**config.mk**
```make
export PLATFORM = sky130hd
export DESIGN_NAME = hp_pack
export DESIGN_NICKNAME = d
export VERILOG_FILES = /design/src/rtl/hp_pack.sv
export SDC_FILE = /design/constraint.sdc
export NUM_CORES = 1
export LEC_CHECK = 0
export ABC_AREA = 0
export CAP_MARGIN = 20
export CORE_UTILIZATION = 54
export DETAILED_ROUTE_END_ITERATION = 8
export PLACE_DENSITY = 0.87
export SLEW_MARGIN = 20
export SYNTH_ARGS = -nofsm -noshare
export SYNTH_HDL_FRONTEND = slang
export SYNTH_SLANG_ARGS = --single-unit
```
**constraint.sdc**
```tcl
create_clock -name clk -period 2.7 [get_ports clk]
set_input_delay 0.405 -clock clk [delete_from_list [all_inputs] [get_ports clk]]
set_output_delay 0.405 -clock clk [all_outputs]
set_load 0.02 [all_outputs]
```
**src/rtl/hp_pack.sv**
```systemverilog
// hp_pack -- half-precision round-and-pack unit.
//
// Packs a sign, an unbiased signed exponent and a 14-bit extended significand
// {hidden, frac[9:0], G, R, S} into an IEEE 754 binary16 word. Special-class
// flags take priority: nan > inf > zero > finite. The unit is a two-stage
// valid/ready pipeline. Stage 1 denormalizes tiny results. Stage 2 rounds,
// detects overflow and underflow, and packs the result.
//
// Optional feature: define HP_PACK_RMODE_EN to add the in_rm[1:0] port.
// The rounding modes are 0=RNE, 1=RTZ, 2=RDN and 3=RUP. Without the macro
// the unit always rounds to nearest, ties to even.
//
// Ports:
//   clk, rst_n            clock (rising edge), asynchronous active-low reset
//   in_valid / in_ready   input handshake (in_ready is combinational)
//   in_sign, in_exp       result sign, signed unbiased exponent (EXP_W bits)
//   in_sig                {hidden, frac[9:0], G, R, S}
//                         value = in_sig / 2^13 * 2^in_exp
//   in_nan/inf/zero       special-class flags
//   in_rm                 rounding mode (only with HP_PACK_RMODE_EN)
//   out_valid / out_ready output handshake
//   out_f                 packed binary16 result
//   out_overflow          finite result exceeded the largest normal
//   out_underflow         result was tiny (before rounding) and inexact
//   out_inexact           rounding discarded nonzero bits
module hp_pack #(
    parameter int          EXP_W     = 8,
    parameter logic [15:0] CANON_NAN = 16'h7E00
) (
    input  logic                    clk,
    input  logic                    rst_n,
    input  logic                    in_valid,
    output logic                    in_ready,
    input  logic                    in_sign,
    input  logic signed [EXP_W-1:0] in_exp,
    input  logic [13:0]             in_sig,
    input  logic                    in_nan,
    input  logic                    in_inf,
    input  logic                    in_zero,
`ifdef HP_PACK_RMODE_EN
    input  logic [1:0]              in_rm,
`endif
    output logic                    out_valid,
    input  logic                    out_ready,
    output logic [15:0]             out_f,
    output logic                    out_overflow,
    output logic                    out_underflow,
    output logic                    out_inexact
);

    typedef struct packed {
        logic [15:0] f;
        logic        of;
        logic        uf;
        logic        ix;
    } res_t;

    // Exponent math is done one bit wider than in_exp so extreme inputs cannot wrap.
    localparam logic signed [EXP_W:0] EMIN   = (EXP_W+1)'(-14);
    localparam logic signed [EXP_W:0] EMAX   = (EXP_W+1)'(15);
    localparam logic signed [EXP_W:0] SH_MAX = (EXP_W+1)'(14);

    // Round the stage-1 value and pack it as a finite result, or as overflow.
    function automatic res_t round_pack(input logic       sign,
                                        input logic [4:0]  be,
                                        input logic [13:0] sig,
                                        input logic        tiny,
                                        input logic        ovf,
                                        input logic [1:0]  rm);
        logic        g, r, s, lsb, ix, up, to_max;
        logic [11:0] m;
        logic [5:0]  e;
        logic [9:0]  frac;
        res_t        res;
        g   = sig[2];
        r   = sig[1];
        s   = sig[0];
        lsb = sig[3];
        ix  = g | r | s;
        case (rm)
            2'd1:    up = 1'b0;
            2'd2:    up = sign & ix;
            2'd3:    up = !sign & ix;
            default: up = g & (r | s | lsb);
        endcase
        m = {1'b0, sig[13:3]} + {11'd0, up};
        if (tiny) begin
            // A carry into the hidden position turns the subnormal into the minimum normal.
            e    = {5'd0, m[10]};
            frac = m[9:0];
        end else if (m[11]) begin
            e    = {1'b0, be} + 6'd1;
            frac = 10'd0;
        end else begin
            e    = {1'b0, be};
            frac = m[9:0];
        end
        // Directed modes that round toward zero saturate at the largest normal instead of infinity.
        to_max = (rm == 2'd1) || (rm == 2'd2 && !sign) || (rm == 2'd3 && sign);
        if (ovf || e >= 6'd31) begin
            res.f  = {sign, (to_max ? 15'h7BFF : 15'h7C00)};
            res.of = 1'b1;
            res.uf = 1'b0;
            res.ix = 1'b1;
        end else begin
            res.f  = {sign, e[4:0], frac};
            res.of = 1'b0;
            res.uf = tiny & ix;
            res.ix = ix;
        end
        return res;
    endfunction

    logic en;
    assign en       = !out_valid || out_ready;
    assign in_ready = en;

    logic signed [EXP_W:0] exp_x, sh_full;
    logic [3:0]            sh;
    logic [27:0]           wide;
    logic                  tiny_c, ovf_c;
    logic [4:0]            be_c;
    logic [13:0]           sig_c;

    always_comb begin
        exp_x   = {in_exp[EXP_W-1], in_exp};
        tiny_c  = exp_x < EMIN;
        ovf_c   = exp_x > EMAX;
        sh_full = EMIN - exp_x;
        sh      = 4'd0;
        if (tiny_c)
            sh = (sh_full > SH_MAX) ? 4'd14 : sh_full[3:0];
        // Zeros are appended below the operand so every shifted-out bit can be folded into S.
        wide  = {in_sig, 14'd0} >> sh;
        sig_c = {wide[27:15], wide[14] | (|wide[13:0])};
        // Only the low 5 bits matter: the in-range exponents -14..15 give be = 1..30.
        be_c  = tiny_c ? 5'd0 : in_exp[4:0] + 5'd15;
    end

    // ---- stage 1: denormalize ----
    logic        vld_p1;
    logic        sign_p1, tiny_p1, ovf_p1, nan_p1, inf_p1, zero_p1;
    logic [4:0]  be_p1;
    logic [13:0] sig_p1;
    logic [1:0]  rm_p1;

    always_ff @(posedge clk or negedge rst_n) begin
        if (!rst_n)
            vld_p1 <= 1'b0;
        else if (en)
            vld_p1 <= in_valid;
    end

    always_ff @(posedge clk) begin
        if (en && in_valid) begin
            sign_p1 <= in_sign;
            tiny_p1 <= tiny_c;
            ovf_p1  <= ovf_c;
            be_p1   <= be_c;
            sig_p1  <= sig_c;
            nan_p1  <= in_nan;
            inf_p1  <= in_inf;
            zero_p1 <= in_zero;
        end
    end

`ifdef HP_PACK_RMODE_EN
    always_ff @(posedge clk) begin
        if (en && in_valid)
            rm_p1 <= in_rm;
    end
`else
    assign rm_p1 = 2'd0;
`endif

    // ---- stage 2: round, apply specials, pack ----
    res_t res_c;

    always_comb begin
        res_c = round_pack(sign_p1, be_p1, sig_p1, tiny_p1, ovf_p1, rm_p1);
        if (nan_p1) begin
            res_c = '{f: CANON_NAN, of: 1'b0, uf: 1'b0, ix: 1'b0};
        end else if (inf_p1) begin
            res_c = '{f: {sign_p1, 15'h7C00}, of: 1'b0, uf: 1'b0, ix: 1'b0};
        end else if (zero_p1) begin
            res_c = '{f: {sign_p1, 15'h0000}, of: 1'b0, uf: 1'b0, ix: 1'b0};
        end
    end

    always_ff @(posedge clk or negedge rst_n) begin
        if (!rst_n) begin
            out_valid     <= 1'b0;
            out_f         <= 16'h0000;
            out_overflow  <= 1'b0;
            out_underflow <= 1'b0;
            out_inexact   <= 1'b0;
        end else if (en) begin
            out_valid <= vld_p1;
            if (vld_p1) begin
                out_f         <= res_c.f;
                out_overflow  <= res_c.of;
                out_underflow <= res_c.uf;
                out_inexact   <= res_c.ix;
            end
        end
    end

endmodule

```
# After elaboration in Yosys (flattened, before gate mapping)
# Index checks and enable logic that the tools add are counted.
dict set report word_totals {
  reg_bits 46
  input_bits 30
  output_inout_bits 21
  elab_cells 46
}
dict set report classes {
  n_shift 1
  mux 10
  addsub 4
  magnitude_cmp 4
  reduce_logical 6
  bitwise 7
}
# operator count
set ops {}
lappend ops {{18-bit 2-to-1 mux} 3}
lappend ops {{28-bit by 4-bit >> shifter with 28-bit output} 1}
lappend ops {{10-bit 2-to-1 mux} 2}
lappend ops {{19-bit 2-to-1 mux} 1}
lappend ops {{14-bit OR reduction} 1}
lappend ops {{11-bit by 1-bit adder with 12-bit output} 1}
lappend ops {{6-bit 2-to-1 mux} 2}
lappend ops {{9-bit by 5-bit > comparator with 1-bit output (second input constant)} 1}
lappend ops {{5-bit by 8-bit subtractor with 9-bit output (first input constant)} 1}
lappend ops {{8-bit by 5-bit > comparator with 1-bit output (second input constant)} 1}
lappend ops {{8-bit by 5-bit < comparator with 1-bit output (second input constant)} 1}
lappend ops {{4-bit 2-to-1 mux} 2}
lappend ops {{5-bit by 1-bit adder with 6-bit output (second input constant)} 1}
lappend ops {{6-bit by 5-bit greater-or-equal comparator with 1-bit output (second input constant)} 1}
lappend ops {{5-bit by 4-bit adder with 5-bit output (second input constant)} 1}
lappend ops {{1-bit OR} 5}
lappend ops {{1-bit bitwise AND} 2}
lappend ops {{1-bit logical OR} 2}
lappend ops {{2-bit AND reduction} 1}
lappend ops {{1-bit logical AND} 1}
lappend ops {{1-bit logical NOT} 1}

# Logic depth before layout (Yosys ltp)
dict set report logic_depth {
  word_depth 12
  depth_mapped 13
  ltp_nobuf 11
}

# Least setup slack after synthesis
# OpenSTA, ideal clock, no wires.
dict set report synth_timing {
  path_type {input-to-reg}
  startpoint {input port in_exp[0]}
  endpoint {register sig_p1[0] (data pin)}
  setup_slack_ns -0.654
  t_arrival_ns 3.081
  required_ns 2.427
  path_buffers 2
  setup_ns 0.273
  cell_stages 12
  path_cell_list {buf_2 inv_1 ha_1 a2111oi_0 o21ai_1 a211oi_4 buf_2 mux2i_1 mux2i_1 or2_2 nor4b_2 o211ai_1}
}
dict set report synth_between {
  elab_chain_cells 7
  elab_cells_between_ends 8
  cone_classes {add/sub: 1; order compare: 2; shift: 1; mux: 2; bitwise: 1; reduce/logical: 1}
}
# item line_no
set synth_rtl {}
lappend synth_rtl {{from (decl)} 35} ;# input logic signed [EXP_W-1:0] in_exp,
lappend synth_rtl {{5-bit by 8-bit subtractor with 9-bit output} 129} ;# sh_full = EMIN - exp_x;
lappend synth_rtl {{9-bit by 5-bit > comparator with 1-bit output} 132} ;# sh = (sh_full > SH_MAX) ? 4'd14 : sh_full[3:0];
lappend synth_rtl {{4-bit 2-to-1 mux} 132}
lappend synth_rtl {{4-bit 2-to-1 mux *} 131} ;# if (tiny_c)
lappend synth_rtl {{28-bit by 4-bit >> shifter with 28-bit output *} 134} ;# wide = {in_sig, 14'd0} >> sh;
lappend synth_rtl {{14-bit OR reduction} 135} ;# sig_c = {wide[27:15], wide[14] | (|wide[13:0])};
lappend synth_rtl {{1-bit OR *} 135}
lappend synth_rtl {{via sig_c[0]} 123} ;# logic [13:0] sig_c;
lappend synth_rtl {{to (signal assigned)} 160} ;# sig_p1 <= sig_c;
lappend synth_rtl {{to (decl)} 144} ;# logic [13:0] sig_p1;
# Mark *: on every way through the listed nets, which the timed path passes. The rest lies on a longest branch.
# A chain may end at the register's enable or synchronous reset.

# Worst setup path in the final report
# Ends and elaborated chain as after synthesis.

==> impl_metrics.py <==
metrics = {
    "timing": {
        "rsz0062_at_grt": "true",
        "post-route-min-period_ns": 2.91,
        "fmax_mhz": 344,
        "drv_slew": 0,
        "setup_ws_ns": -0.207,
        "hold_viol": 0,
        "period_share": 1.08,
        "tightestPinTransition_ns": 0.895,
        "slew_headroom": 0.402,
        "finalSetupTns_ns": -0.339,
        "finClkSkew_ns": 0.00811,
        "setup_viol": 5,
    },
    "routing": {
        "top_layer": "met4",
        "drc": 0,
        "via_count": 3165,
        "dr_wl_met3_um": 569,
        "ant_nets": 0,
        "firstDrtPassIters": 5,
        "viasPerCell": 6.06,
        "wl_met2_um": 4550,
        "routedWlPerCell_um": 16.8,
        "wl_met1_um": 3300,
        "wl_um": 8790,
        "drt_iter0_markers": 157,
    },
    "yosys": {
        "yosysUniqueCellTypes": 61,
        "synth_seq_cells": 46,
        "synth_edf_count": 25,
        "ys_warn_count": 0,
        "synthDominantCellAreaShare": 0.243,
        "ys_async_sr_fraction": 0.457,
        "synth.top_cells.by_count": "nor2_1, nand2_1, mux2i_1",
        "synthFlopType": "edfxtp_1",
        "netlist_top_cells_area": "edfxtp_1, dfrtp_1, mux2i_1, nor2_1, a21oi_1",
        "syn_area_um2": 3090,
        "syn_area_per_cell_um2": 9.49,
        "synthCells": 326,
        "synth_nets": 362,
        "synth_most_common_cell": "nor2_1",
        "yosysSeqAreaShare": 0.412,
        "yosys.area.top_type": "edfxtp_1",
    },
    "power": {
        "sw_frac_of_total": 0.308,
        "power_density_nw_per_um2": 434,
        "power_switching_uw": 612,
        "clkPwrFrac": 0.210,
        "power_leakage_nw": 1.87,
        "internal_power_mw": 1.38,
        "peakVddDrop_v": 0.000291,
        "p_comb_frac": 0.354,
        "pwr-share-seq": 0.436,
    },
    "cts": {
        "htreeDepth": 2,
        "cts-buffers-inserted": 5,
        "cts_hold_buf": 0,
        "clk_latency_ns": 0.29,
        "cts_sinks": 46,
        "tritoncts": "done",
        "cts_buffer_depth": 2,
        "path_clk_slew_ns": 0.08,
        "root_buffer": "clkbuf_8",
    },
    "hold_path": {
        "hold-path-endpoint": "out_f[15]",
        "holdPathStages": 2,
        "hp-class": "flop to flop",
        "min_from": "out_f[15]",
    },
    "critical_path": {
        "crit_fanout": 4,
        "cp_top_family": "compound AO/OA/AOI/OAI gates",
        "end_kind": "flop",
        "slowest_stage": "a2111oi_4",
        "arrival_ns": 2.93,
        "r2r_slack_ns": 0.12,
        "worst_path_largest_cell_delay_ns": 0.36,
        "rr_worst_depth": 11,
        "crit_buf_inv": 3,
        "critPathMostFrequentCell": "mux2i_4",
        "cp.required_ns": 2.73,
        "critPathKind": "input pin to flop",
        "crit_chain": "buf_8 -> ha_4 -> nor3_4 -> o2111a_1 -> o211ai_2 -> a211oi_4 -> buf_6 -> buf_16 -> mux2i_4 -> mux2i_4 -> a2111oi_4 -> nor4b_2 -> o211ai_1",
        "crit_path_start_kind": "input pin",
        "reg2reg_to": "out_f[2]",
        "r2r-start": "sig_p1[2]",
    },
    "floorplanning": {
        "design.die.area_um2": 6040,
        "die_x_um": 77.7,
        "io_pins": 51,
        "die_height_um": 77.7,
        "rows": 27,
        "initial_core_util": 0.562,
        "core_um2": 5510,
    },
    "final_layout": {
        "area_growth_pct": 48.2,
        "stdcell_count": 522,
        "antenna_cells": 0,
        "final_nets": 485,
        "drive_above_1_share": 0.298,
    },
    "placement": {
        "place.gp.congestion": 0.916,
        "dpl_worst_slack_ns": -1.05,
        "hpwl_um": 6170,
        "io_buffers": 50,
        "dp_cells": 502,
    },
    "job": {
        "cap_viol_max_count": 0,
    },
    "grt": {
        "gr-total-overflow": 0,
        "track_usage": 0.291,
        "antenna_found_initial": 0,
        "grt_max_degree": 26,
        "grt_pass1_wl_um": 13800,
        "first_global_vias": 3071,
    },
    "run_status": {
        "violations": "negative setup slack",
        "status": "complete, but fails checks",
    },
}
state kept, by name (all words and copies together) (netlist names):
register and flops:
out_valid 1, sig_p1 14, nan_p1 1, out_inexact 1, out_underflow 1, be_p1 5
out_f 16, tiny_p1 1, ovf_p1 1, out_overflow 1, zero_p1 1, vld_p1 1
inf_p1 1, sign_p1 1
worst min-delay path, stage by stage (launching register included):
cell and delay (ns):
dfrtp_1 0.35, nand2_1 0.06, nand2_1 0.05
power groups by stage:
stage	clock network, mW	logic, mW	registers [mW]
after floorplan	0	0.289	0.908
after global placement	0	0.584	0.877
after detailed placement	0	0.608	0.883
after CTS	0.424	0.655	0.868
after global routing	0.453	0.749	0.877
final	0.417	0.705	0.868
placed cells by master (no fill, tap or decap), types with 11 or more instances in the layout:
cell and instances:
nand3_1 13, nor2_1 34, dfrtp_1 21, mux2i_1 11
edfxtp_1 25, a21oi_1 25, buf_4 76, nand2_1 30
clkdlybuf4s50_1 43
logic make-up after synthesis:
logic type / after synthesis / share of synthesized area
XOR/XNOR: 15 / 0.0425
multiplexers: 31 / 0.101
AND/OR/NAND/NOR: 125 / 0.201
flip-flops: 46 / 0.412
AO/OA/AOI/OAI: 81 / 0.186
adder cells (fa/ha/maj): 6 / 0.0243
buffers and inverters: 22 / 0.0324
routing by layer:
metal | GRT usage | vias up
met3 | 0.0553 | 43
li1 | - | 1455
met5 | 0 | -
met1 | 0.307 | 1487
met4 | 0.158 | 0
met2 | 0.542 | 180
layout make-up:
class,count,area (um2)
Multi-Input combinational cell,258,1960
Sequential cell,46,1280
Timing Repair Buffer,130,1130
Fill cell,316,921
Inverter,8,32.5
Clock buffer,7,86.3
Clock inverter,1,5.00
Tap cell,72,90.1
per-stage QoR:
stage	area, um2	utilization	hold slack, ns	total power, mW
floorplan	3160	-	0.109	1.20
global placement	4180	0.759	0.451	1.46
detailed placement	4180	0.759	0.465	1.49
CTS	4470	0.811	0.483	1.95
global route	4590	0.833	0.513	2.08
finish	4590	0.833	0.490	1.99
what timing repair did:
item                       CTS  global route
setup endpoints to repair   14            17
gates cloned                 1             0
setup buffers                8             4
pin swaps                    7             8
resized for setup           45            24
worst max-delay path by stage:
stage / slack (ns) / end / start / depth (start not counted)
after floorplan: -0.28 / sig_p1[0] / in_exp[0] / 11
after detailed placement: -1.05 / sig_p1[0] / in_exp[1] / 12
after global routing: -0.27 / sig_p1[0] / in_exp[0] / 13
after global placement: -0.81 / sig_p1[0] / in_exp[0] / 12
after CTS: -0.11 / sig_p1[0] / in_exp[1] / 13
final: -0.21 / sig_p1[0] / in_exp[0] / 13
(Power assumes the default switching activity.)
